**src/rtl/vc_demux.sv**
```systemverilog
// Virtual-channel demultiplexer: pops words from the main FIFO and routes
// each one by its class bit to the VC0 or VC1 FIFO, with backpressure.
module vc_demux (
    input  logic       clk,
    input  logic       reset_L,
    input  logic [5:0] main_data,
    input  logic       main_empty,
    input  logic       VC0_almost_full,
    input  logic       VC1_almost_full,
    output logic       main_pop,
    output logic       VC0_push,
    output logic [5:0] VC0_data,
    output logic       VC1_push,
    output logic [5:0] VC1_data,
    output logic [2:0] state,
    output logic [7:0] cnt_VC0,
    output logic [7:0] cnt_VC1
);

    typedef enum logic [2:0] {
        RESET  = 3'd0,
        INIT   = 3'd1,
        IDLE   = 3'd2,
        ACTIVE = 3'd3,
        PAUSE  = 3'd4
    } state_t;

    state_t state_q;
    state_t state_d;

    logic any_af;
    logic pop_delay;
    logic to_vc0;
    logic to_vc1;

    assign any_af   = VC0_almost_full | VC1_almost_full;
    assign main_pop = (state_q == ACTIVE) & ~main_empty & ~any_af;
    assign state    = state_q;

    // pop_delay marks the cycle the popped word sits on main_data; it is
    // delivered regardless of the state the FSM has moved on to.
    assign to_vc0 = pop_delay & ~main_data[5];
    assign to_vc1 = pop_delay &  main_data[5];

    always_comb begin
        state_d = state_q;
        unique case (state_q)
            RESET:  state_d = INIT;
            INIT:   state_d = IDLE;
            IDLE: begin
                if (!main_empty)
                    state_d = ACTIVE;
            end
            ACTIVE: begin
                if (any_af)
                    state_d = PAUSE;
                else if (main_empty)
                    state_d = IDLE;
            end
            PAUSE: begin
                if (!any_af)
                    state_d = main_empty ? IDLE : ACTIVE;
            end
            default: state_d = RESET;
        endcase
    end

    always_ff @(posedge clk) begin
        if (!reset_L) begin
            state_q   <= RESET;
            pop_delay <= 1'b0;
            VC0_push  <= 1'b0;
            VC1_push  <= 1'b0;
            VC0_data  <= 6'd0;
            VC1_data  <= 6'd0;
            cnt_VC0   <= 8'd0;
            cnt_VC1   <= 8'd0;
        end else begin
            state_q   <= state_d;
            pop_delay <= main_pop;
            VC0_push  <= to_vc0;
            VC1_push  <= to_vc1;
            if (to_vc0)
                VC0_data <= main_data;
            if (to_vc1)
                VC1_data <= main_data;
            cnt_VC0   <= cnt_VC0 + {7'd0, to_vc0};
            cnt_VC1   <= cnt_VC1 + {7'd0, to_vc1};
        end
    end

endmodule

```
**config.mk**
```make
export PLATFORM = sky130hd
export DESIGN_NAME = vc_demux
export DESIGN_NICKNAME = d
export VERILOG_FILES = /design/src/rtl/vc_demux.sv
export SDC_FILE = /design/constraint.sdc
export NUM_CORES = 1
export LEC_CHECK = 0
export CAP_MARGIN = 40
export CORE_UTILIZATION = 40
export DETAILED_ROUTE_END_ITERATION = 10
export GPL_TIMING_DRIVEN = 0
export PLACE_DENSITY_LB_ADDON = 0.3
export SYNTH_ARGS = -nofsm -noshare
export SYNTH_HDL_FRONTEND = slang
export SYNTH_SLANG_ARGS = --single-unit
```
**constraint.sdc**
```tcl
create_clock -name clk -period 1.5 [get_ports clk]
set_clock_uncertainty 0.05 [all_clocks]
set_input_delay 0.3 -clock clk [delete_from_list [all_inputs] [get_ports clk]]
set_output_delay 0.3 -clock clk [all_outputs]
set_load 0.02 [all_outputs]
```
==> summary.md <==
| Metric | Value |
|---|---|
| Slowest cell on crit path | `dfxtp_4` |
| Area Growth Syn to Fin | `44.5%` |
| Post-synth net total | `161` |
| Share of cells above drive strength 1 | `0.182` |
| Synth area leader | `dfxtp_1` |
| First-pass GRT wire length | `4840 um` |
| Final net count | `218` |
| Actual slew at the worst max-slew pin | `0.388 ns` |
| Peak VDD IR | `0.436 mV` |
| CTS H-tree lvls | `2` |
| CTS Buffer Depth | `2` |
| Antenna diodes | `0` |
| Fin. max-slew vios | `0` |
| Number of top-level pins | `45` |
| Synth Flop Type | `dfxtp_1` |
| Antenna violations before repair | `0` |
| Critical path data arrival time | `1.21 ns` |
| Die area | `0.00363 mm^2` |
| Top layer in use | `met4` |
| Finished Cell Area | `0.00196 mm^2` |
| Final Hold Fails | `0` |
| Synth area leaders | `dfxtp_1 50%, nand2_1 7.5%, a21boi_0 6.1%` |
| Num CTS Buffers | `5` |
| CTS root buf | `clkbuf_4` |
| Final Critical Period | `1.56 ns` |
| GPL Wtd Cong | `0.770` |
| Die width | `60.3 um` |
| Post-DRT Antenna Nets | `0` |
| Crit path largest cell delay | `0.37 ns` |
| Routed via count | `1195` |
| Vias in the first global route | `1131` |
| Post-synth EDFFs | `0` |
| Worst Setup End Kind | `output pin` |
| Num Clock Sinks | `34` |
| Crit path max fanout | `4` |
| Place WS | `-0.638 ns` |
| Routed length on met2 | `1510 um` |
| Synth Register Bits | `34` |
| TNS Setup | `-0.0628 ns` |
| Average size of a mapped cell | `9.30 um^2` |
| CP Cell Sequence | `nor3b_4 -> and3_4 -> buf_6` |
| Buf/Inv on CP | `1` |
| Area fraction of the dominant cell type after synthesis | `0.501` |
| Peak Freq | `640 MHz` |
| Crit Path Class | `reg2out` |
| Most frequent cells in the layout | `31 x dfxtp_1, 26 x nand2_1, 24 x dlygate4sd2_1` |
| Routed WL | `3080 um` |
| Power, Total | `1.50 mW` |
| Placed cell areas | `0.00187 mm^2` |
| CTS tree | `built` |
| Crit path max-delay family | `simple AND/OR/NAND/NOR gates` |
| Slew HR | `0.741` |
| Clock slew at reported path FFs | `0.09 ns` |
| Hold buffers post-CTS | `0` |
| Initial core utilization | `0.434` |
| Pwr/cell area | `765 mW/mm^2` |
| Die H | `60.3 um` |
| GRT Resource Usage Total | `0.185` |
| Ys Warns | `0` |
| Commonest non-fill, non-tap cell in the layout | `dfxtp_1` |
| Failing checks | `negative setup slack` |
| Setup crit start kind | `flip-flop` |
| Endpoints failing setup | `1` |
| DRT Pass-1 Iters | `4` |
| Metal-1 WL | `1340 um` |
| Largest net degree at the start of global routing | `11` |
| Drc violations | `0` |
| Period utilization | `1.04` |
| Met3 Wirelength | `186 um` |
| Worst skew pair latency | `0.33 ns` |
| Outcome | `finished, violations left` |
| FFs w/ async S/R, synth | `0` |
| Cell area after synthesis | `0.00136 mm^2` |
| RSZ-0062 raised after global routing | `yes` |
| Overflow after GRT | `0` |
| Unique masters post-synth | `28` |
| WL per Instance | `12.5 um` |
| Hpwl dp | `2110 um` |
| IO Port Bufs | `43` |
| # rows | `20` |
| Cell count after synthesis | `146` |
| Via density | `4.84` |
| CORE AREA | `0.00313 mm^2` |
| Iteration-0 DRC Markers | `47` |
| Post-synthesis sequential area ratio | `0.501` |
| Maxcap violations | `0` |
| Pleak | `0.927 nW` |
| CP Data Required Time | `1.15 ns` |
| Worst setup margin | `-0.0628 ns` |
| Worst min path class | `in2reg` |
## per-layer routing
metal  up-vias  track usage
met2        34        0.303
met3         6       0.0649
met1       548        0.212
met5         -            0
li1        607            -
met4         0       0.0897
## worst register-to-register path, stage by stage (launching register included)
cell	delay, ns
dfxtp_2	0.38
nand2b_4	0.08
inv_4	0.09
ha_4	0.15
ha_2	0.19
nand3_1	0.09
xnor2_1	0.13
and2_1	0.14
## power by group
| part | internal (mW) | switching [mW] |
|---|---|---|
| Combinational | 0.0640 | 0.0613 |
| Sequential | 0.911 | 0.0107 |
| Clock | 0.177 | 0.278 |
| Total | 1.15 | 0.350 |
## logic make-up after synthesis
logic type | synth area share
and+or+nand+nor | 0.262
DFF | 0.501
AOI/OAI and AO/OA | 0.114
xor gates and xnor gates | 0.0387
buffers and inverters | 0.0175
muxes | 0.0295
adders and majority gates | 0.0369
## synth_stat cells, types with 2 or more instances
master / count
nand4_1: 2
nand2_1: 27
xor2_1: 2
xnor2_1: 4
clkbuf_1: 2
o21ai_0: 3
nand3_1: 11
a21boi_0: 11
ha_1: 4
nor2_1: 2
and2_1: 12
and3_1: 4
dfxtp_1: 34
a21oi_1: 2
inv_1: 2
nand2b_1: 5
a21boi_1: 3
or3_1: 3
mux2i_1: 4
## area by class of cell
type	instances	area, um^2
multi-input combinational	106	722
fill	303	1170
sequential	34	689
inverter	2	12.5
tap	44	55.1
buffer	4	16.3
clock buffer	7	45.0
timing repair buffer	50	422
## stage by stage
step | instances | hold WS (ns) | util
3_5_place_dp | 233 | 0.409 | 0.597
5_1_grt | 247 | 0.312 | 0.627
2_1_floorplan | 146 | 0.395 | -
4_1_cts | 243 | 0.309 | 0.618
6_report | 247 | 0.318 | 0.627
3_3_place_gp | 233 | 0.398 | 0.597
## what timing repair did
item / 4_1_cts / 5_1_grt
setup buffers: 3 / 4
resized for setup: 49 / 26
endpoints found under the setup margin: 45 / 13
pin swaps: 1 / 3
## registers in the layout (all words and copies together), names as in the netlist
register	cells
VC1_push	1
VC0_data	6
pop_delay	1
cnt_VC0	8
state	3
VC0_push	1
VC1_data	6
cnt_VC1	8
## final timing paths
kind                from          end  cells after the start  slack, ns
max             state[2]     main_pop                      3      -0.06
min              reset_L     state[2]                      3       0.32
max reg2reg    pop_delay   cnt_VC0[4]                      7       0.10
min reg2reg  VC1_data[1]  VC1_data[1]                      2       0.41
No activity file was read; power rests on OpenSTA's default activity.
